## src/rtl/n64_sample_i2s_tx.sv

```systemverilog
`default_nettype none
// ============================================================================
// Module : n64_sample_i2s_tx
// Brief  : I2S master transmitter for 16-bit stereo PCM, fed through a small
//          sample-pair FIFO. LRCLK high = left, MSB first, one-SCLK data delay.
// Rev    : 1.0
// ============================================================================
module n64_sample_i2s_tx #(
  parameter int SCLK_HALF = 4,
  parameter int SLOT_BITS = 16,
  parameter int FIFO_AW   = 2
) (
  input  logic               MCLK_i,
  input  logic               RST_i,
  input  logic [15:0]        PDATA_LEFT_i,
  input  logic [15:0]        PDATA_RIGHT_i,
  input  logic               PDATA_VALID_i,
  output logic               PDATA_READY_o,
  output logic [FIFO_AW:0]   FIFO_LEVEL_o,
  output logic               UNDERRUN_o,
  output logic               SCLK_o,
  output logic               LRCLK_o,
  output logic               SDATA_o
);

  localparam int                 c_DEPTH    = 1 << FIFO_AW;
  localparam logic [FIFO_AW:0]   c_FULL     = c_DEPTH[FIFO_AW:0];
  localparam logic [FIFO_AW:0]   c_LVL_ONE  = 1;
  localparam logic [FIFO_AW-1:0] c_PTR_ONE  = 1;
  localparam logic [7:0]         c_DIV_LAST = 8'(SCLK_HALF - 1);
  localparam logic [6:0]         c_K_LAST   = 7'(2 * SLOT_BITS - 1);
  localparam logic [6:0]         c_SLOT     = 7'(SLOT_BITS);
  localparam logic [6:0]         c_R_TOP    = 7'(SLOT_BITS + 16);

  logic [31:0]        r_mem [c_DEPTH];
  logic [FIFO_AW-1:0] r_wptr, r_rptr;
  logic [FIFO_AW:0]   r_level;
  logic               r_ready;
  logic               r_underrun;
  logic [7:0]         r_div;
  logic               r_sclk;
  logic [6:0]         r_k;
  logic               r_lrclk;
  logic               r_sdata;
  logic [15:0]        r_left, r_right;

  logic               w_fall, w_start, w_empty, w_push, w_pop, w_bit;
  logic [6:0]         w_k_next;
  logic [3:0]         w_lidx, w_ridx;
  logic [FIFO_AW:0]   w_level_next;

  assign w_fall   = r_sclk & (r_div == c_DIV_LAST);
  assign w_k_next = (r_k == c_K_LAST) ? 7'd0 : r_k + 7'd1;
  assign w_start  = w_fall & (w_k_next == 7'd0);
  assign w_empty  = (r_level == '0);
  assign w_push   = PDATA_VALID_i & r_ready;
  assign w_pop    = w_start & ~w_empty;

  always_comb begin
    w_level_next = r_level;
    if (w_push && !w_pop)
      w_level_next = r_level + c_LVL_ONE;
    else if (!w_push && w_pop)
      w_level_next = r_level - c_LVL_ONE;
  end

  // Bit for the slot position about to start; at k=0 the frame register
  // still holds the previous pair, which supplies the trailing right LSB.
  always_comb begin
    w_bit  = 1'b0;
    w_lidx = 4'(7'd16 - w_k_next);
    w_ridx = 4'(c_R_TOP - w_k_next);
    if (w_k_next == 7'd0)
      w_bit = (SLOT_BITS == 16) ? r_right[0] : 1'b0;
    else if (w_k_next <= 7'd16)
      w_bit = r_left[w_lidx];
    else if (w_k_next > c_SLOT && w_k_next <= c_R_TOP)
      w_bit = r_right[w_ridx];
  end

  always_ff @(posedge MCLK_i) begin
    if (RST_i) begin
      r_wptr     <= '0;
      r_rptr     <= '0;
      r_level    <= '0;
      r_ready    <= 1'b0;
      r_underrun <= 1'b0;
      r_div      <= '0;
      r_sclk     <= 1'b0;
      r_k        <= c_K_LAST;  // first falling edge then lands on k=0
      r_lrclk    <= 1'b0;
      r_sdata    <= 1'b0;
      r_left     <= '0;
      r_right    <= '0;
    end else begin
      r_level    <= w_level_next;
      r_ready    <= (w_level_next < c_FULL);
      r_underrun <= w_start & w_empty;
      if (w_push)
        r_wptr <= r_wptr + c_PTR_ONE;
      if (w_pop) begin
        r_rptr            <= r_rptr + c_PTR_ONE;
        {r_left, r_right} <= r_mem[r_rptr];
      end
      if (r_div == c_DIV_LAST) begin
        r_div  <= '0;
        r_sclk <= ~r_sclk;
      end else begin
        r_div  <= r_div + 8'd1;
      end
      if (w_fall) begin
        r_k     <= w_k_next;
        r_lrclk <= (w_k_next < c_SLOT);
        r_sdata <= w_bit;
      end
    end
  end

  always_ff @(posedge MCLK_i) begin
    if (w_push)
      r_mem[r_wptr] <= {PDATA_LEFT_i, PDATA_RIGHT_i};
  end

  assign PDATA_READY_o = r_ready;
  assign FIFO_LEVEL_o  = r_level;
  assign UNDERRUN_o    = r_underrun;
  assign SCLK_o        = r_sclk;
  assign LRCLK_o       = r_lrclk;
  assign SDATA_o       = r_sdata;

endmodule
`default_nettype wire
```

## config.mk

```make
export PLATFORM = sky130hd
export DESIGN_NAME = n64_sample_i2s_tx
export DESIGN_NICKNAME = d
export VERILOG_FILES = /design/src/rtl/n64_sample_i2s_tx.sv
export SDC_FILE = /design/constraint.sdc
export NUM_CORES = 1
export LEC_CHECK = 0
export ABC_AREA = 1
export CAP_MARGIN = 10
export CELL_PAD_IN_SITES_DETAIL_PLACEMENT = 1
export CELL_PAD_IN_SITES_GLOBAL_PLACEMENT = 2
export CORE_ASPECT_RATIO = 1.75
export CORE_MARGIN = 3
export CORE_UTILIZATION = 41
export CTS_BUF_LIST = sky130_fd_sc_hd__clkbuf_8
export DETAILED_ROUTE_END_ITERATION = 10
export PLACE_DENSITY = 0.81
export SYNTH_ARGS = -nofsm -noshare
export SYNTH_HDL_FRONTEND = slang
export SYNTH_SLANG_ARGS = --single-unit
```

## constraint.sdc

```tcl
create_clock -name MCLK_i -period 2.8 [get_ports MCLK_i]
set_clock_uncertainty 0.2 [all_clocks]
set_input_delay 0.42 -clock MCLK_i [delete_from_list [all_inputs] [get_ports MCLK_i]]
set_output_delay 0.42 -clock MCLK_i [all_outputs]
set_load 0.01 [all_outputs]
```

== Word-level counts from Yosys, hierarchy flattened ==
Memory sizes are Yosys's and may differ from the RTL's. A register that Yosys moved wholly into a read port is not among the register bits.
Index checks and enable logic that the tools add are counted.
Word-level totals
  input bits: 35
  memory bits (writable): 128
  word-level logic and storage cells: 55
  register bits: 27
  output and inout port bits: 8
  memories: 1
Memories
  r_mem: depth 4, bits a word 32, rd ports 1, clocked after Yosys merged registers in 1, wr ports 1, RTL line 35  | logic [31:0] r_mem [c_DEPTH];
Operators by class
  magnitude comparators: 7
  bitwise operators: 7
  $add $sub $neg: 8
  muxes and demuxes: 12
  equality and inequality tests: 2
  reductions and logical operators: 8
Operators with widths (count)
  less-than comparator 4 x 5 -> 1 bit (second input constant): 2
  adder 8 x 1 -> 8 bit (second input constant): 1
  binary-select mux 1 bit (select 4 bit): 2
  equality test 8 x 2 -> 1 bit (second input constant): 1
  subtractor 1 x 4 -> 4 bit (first input constant): 2
  adder 7 x 1 -> 7 bit (second input constant): 1
  equality test 7 x 5 -> 1 bit (second input constant): 1
  greater-than comparator 7 x 5 -> 1 bit (second input constant): 1
  less-or-equal comparator 7 x 5 -> 1 bit (second input constant): 1
  less-or-equal comparator 7 x 6 -> 1 bit (second input constant): 1
  logical NOT 7 bit: 1
  less-than comparator 7 x 5 -> 1 bit (second input constant): 1
  2-to-1 mux 1 bit: 7
  2-to-1 mux 7 bit: 1
  2-to-1 mux 3 bit: 2
  AND 1 bit: 5
  adder 2 x 1 -> 2 bit (second input constant): 2
  adder 3 x 1 -> 3 bit (second input constant): 1
  logical AND 1 bit: 3
  logical NOT 3 bit: 1
  less-than comparator 3 bit (second input constant): 1
  subtractor 3 x 1 -> 3 bit (second input constant): 1
  logical NOT 1 bit: 2
  NOT 1 bit: 2
  OR reduction 2 bit: 1

== Depth between registers and ports, before layout ==
  word-level depth: 9
  gate-level depth with buffers: 18
  depth with buffers taken out: 17

== Worst setup path before layout ==
Ideal clock, no wire load.
  path type: input to register
  start point: in PDATA_VALID_i
  end point: mem r_mem[0][0] (enable)
  buffers on the path: 0
  slack: 212 ps
  stages: 2
  data arrival time: 1967 ps
  data required time: 2179 ps
  library setup time: 421 ps
  path through: nand2_1 > nor2_1
On the way
  cells in the longest elaborated chain, start to end: 3
RTL lines
  start, declared: RTL line 17  | input logic PDATA_VALID_i,
  AND 1 bit: RTL line 56  | assign w_push = PDATA_VALID_i & r_ready;
  2-to-1 mux 1 bit: RTL line 120  | if (w_push)
  2-to-1 mux 1 bit (implied by the code): RTL line 121  | r_mem[r_wptr] <= {PDATA_LEFT_i, PDATA_RIGHT_i};
  end, declared: RTL line 35
Every way passes these cells.

==> flow_metrics.py <==
metrics = {
    "logic_synthesis": {
        "synthArstFlopShare_pct": 0,
        "ys_seq_area_share_pct": 65.7,
        "yosys.area.top_type": "edfxtp_1",
        "netlist.area_leader.share_pct": 50.2,
        "synthMuxAreaShare_pct": 0,
        "synth_cell_types": 38,
        "ys_ff_latch": 187,
        "synth_compound_area_share_pct": 12.8,
        "syn_area_per_cell_um2": 10.5,
        "netlist_top_cells_count": "edfxtp_1 (128), nor2_1 (123), o21ai_0 (77), nand2_1 (73), inv_1 (61)",
        "synth_cells": 731,
        "synth_top_family_by_area": "simple AND/OR/NAND/NOR gates",
        "yosysWarnings": 0,
        "synth_area_mm2": 0.00765,
        "synth_area_leaders": "edfxtp_1 (50%), dfxtp_1 (15%), nor2_1 (6.0%)",
        "synthSimpleGateAreaFrac_pct": 13.9,
        "synthAdderAreaFrac_pct": 1.80,
        "yosys.cell_count.top_type": "edfxtp_1",
        "synth_xor_area_share_pct": 0.229,
        "synthFlopType": "edfxtp_1",
        "syn-num-nets": 777,
        "synth_edf_count": 128,
    },
    "setup_path": {
        "critPathCaptureType": "flop",
        "r2r_start": "r_k[1]",
        "startpoint": "r_k[1]",
        "arrival_ns": 2.81,
        "critical_path_required_ns": 3.01,
        "crit_type": "reg -> reg",
        "cp-start-kind": "flop",
        "r2r_setup_slack_ns": 0.20,
        "cp_max_fo": 4,
        "r2r_cells": 16,
    },
    "timing": {
        "maxSlewHeadroom_pct": 56.1,
        "min_period_ns": 2.60,
        "period_share_pct": 92.8,
        "maxSlewViolCount": 0,
        "setup_viol": 0,
        "max_clock_freq_mhz": 385,
        "hold_viol_final": 0,
        "setup_slack_ns": 0.202,
        "worst_pin_slew_ns": 0.658,
        "rsz0062_at_grt": "no",
        "tns_ns": 0,
    },
    "clocking": {
        "cts.sinks": 187,
        "root_buffer": "clkbuf_8",
        "h-tree-depth": 4,
        "cts_hold_buf": 0,
        "cts_tree": "built",
        "clk-insertion-delay-late_ns": 0.46,
        "clk_pin_slew_worst_paths_ns": 0.09,
        "numCtsBuffers": 17,
        "cts_buffer_depth": 2,
    },
    "grt": {
        "first_global_vias": 5682,
        "track_usage_pct": 18.0,
        "grt_max_degree": 66,
        "overflow": 0,
        "grt_pass1_wl_um": 28400,
        "antenna_found_initial": 0,
    },
    "drt": {
        "vias": 5324,
        "viasPerCell": 5.22,
        "ant_nets": 0,
        "firstDrtPassIters": 5,
        "routed_wl_um": 17600,
        "routedWlPerCell_um": 17.2,
        "drt_first_iter_violations": 320,
        "drc_errors": 0,
    },
    "die": {
        "die_h_um": 187,
        "coreArea_mm2": 0.0182,
        "ioPinCount": 43,
        "dieWidth_um": 109,
        "row_count": 65,
        "initial_core_util_pct": 42.0,
        "die-area_mm2": 0.0204,
    },
    "pwr": {
        "ir_drop_uv": 514,
        "power_density_mw_per_mm2": 577,
        "leakage_nw": 3.18,
    },
    "place": {
        "dp_hpwl_um": 11800,
        "portBuffers": 42,
        "gp_congestion": 0.813,
        "post-place-ws_ns": 0.244,
    },
    "flow_run": {
        "cap_violations": 0,
    },
    "cells_and_area": {
        "drive_gt1_share_pct": 8.02,
        "layout.nets": 819,
        "nFillCells": 2017,
        "syn2layout_area_growth_pct": 14.6,
        "n_antenna_cell": 0,
    },
    "hold_path": {
        "hp-start": "SDATA_o",
        "holdCritPathClass": "reg -> reg",
        "min_to": "SDATA_o",
        "min_path_cells": 2,
    },
    "run_status": {
        "status": "complete, no violations",
    },
}
## per-layer routing
metal  wire length, µm  track usage, %  up-vias
met5                 0               0        -
met4               233            5.33        0
met3               419            3.43       13
met1              7190            20.3     2621
met2              9750            33.5       76
li1                  -               -     2614
## kinds of logic after synthesis
group / count (synthesis)
and+or+nand+nor: 248
xor gates and xnor gates: 2
buffers and inverters: 99
DFF: 187
AOI/OAI and AO/OA: 184
adders and majority gates: 11
## flip-flops by register name, indices dropped and copies added, names as in the netlist, named ones only
| signal | cells |
|---|---|
| r_mem | 128 |
| r_left | 16 |
| r_right | 16 |
| r_div | 8 |
| r_k | 7 |
| FIFO_LEVEL_o | 2 |
| r_rptr | 2 |
| r_wptr | 2 |
| LRCLK_o | 1 |
| PDATA_READY_o | 1 |
| SCLK_o | 1 |
| SDATA_o | 1 |
| UNDERRUN_o | 1 |
## placed cells by master (no fill, tap or decap), drive strengths merged, types with 17 or more instances in the layout
cell type / count
inv: 65
clkbuf: 17
o22ai: 34
nand2: 75
nor2: 126
a21oi: 37
clkdlybuf4s50: 42
nand3: 29
dfxtp: 59
o21ai: 106
edfxtp: 128
## timing repair
action | CTS | global route
endpoints found under the hold margin | 0 | 0
endpoints found under the setup margin | 0 | 7
buffers inserted | 0 | 0
gates resized for setup | 0 | 2
## through the flow
stage	std cells	utilization (%)	area (µm²)	power, mW	hold WS (ns)
3_3_place_gp	988	45.9	8370	3.35	0.228
3_5_place_dp	988	45.9	8370	3.37	0.242
4_1_cts	1020	48.1	8760	5.13	0.257
6_report	1020	48.1	8770	5.06	0.256
5_1_grt	1020	48.1	8770	5.26	0.278
2_1_floorplan	731	-	7650	3.22	0.218
## power by group
group | total (mW) | internal, mW | switching [mW]
Sequential | 3.03 | 3.01 | 0.0233
Combinational | 0.271 | 0.114 | 0.157
Clock | 1.76 | 0.863 | 0.896
Total | 5.06 | 3.99 | 1.08
## worst max-delay path, cell delays in order (launching register included)
cell     delay [ns]
dfxtp_1        0.39
ha_1           0.23
nand3_2        0.12
inv_2          0.09
nand2_2        0.08
nand3_2        0.12
nand3_2        0.11
nor2_4         0.14
nand2_4        0.08
nor2_8         0.14
inv_6          0.03
ha_1           0.17
inv_1          0.13
nand3_1        0.10
o22ai_1        0.23
o21ai_0        0.11
inv_1          0.05
## layout make-up
class	instances	area, µm²	share of cell area (%)
repair buffers	58	591	6.73
well taps	234	293	3.34
clock buffers	17	234	2.67
multi-input cells	445	2220	25.3
flip-flops and latches	187	5030	57.3
inverters	64	245	2.80
clock inverters	15	158	1.80
## worst max path at each step
stage	to	slack, ns	depth (start not counted)
global route	flop	0.001	16
floorplan	r_mem[0][0]	0.21	2
detailed placement	PDATA_READY_o	0.24	14
CTS	PDATA_READY_o	0.20	14
finish	flop	0.20	16
global placement	PDATA_READY_o	0.34	14
Power figures use the tool's default switching activity.
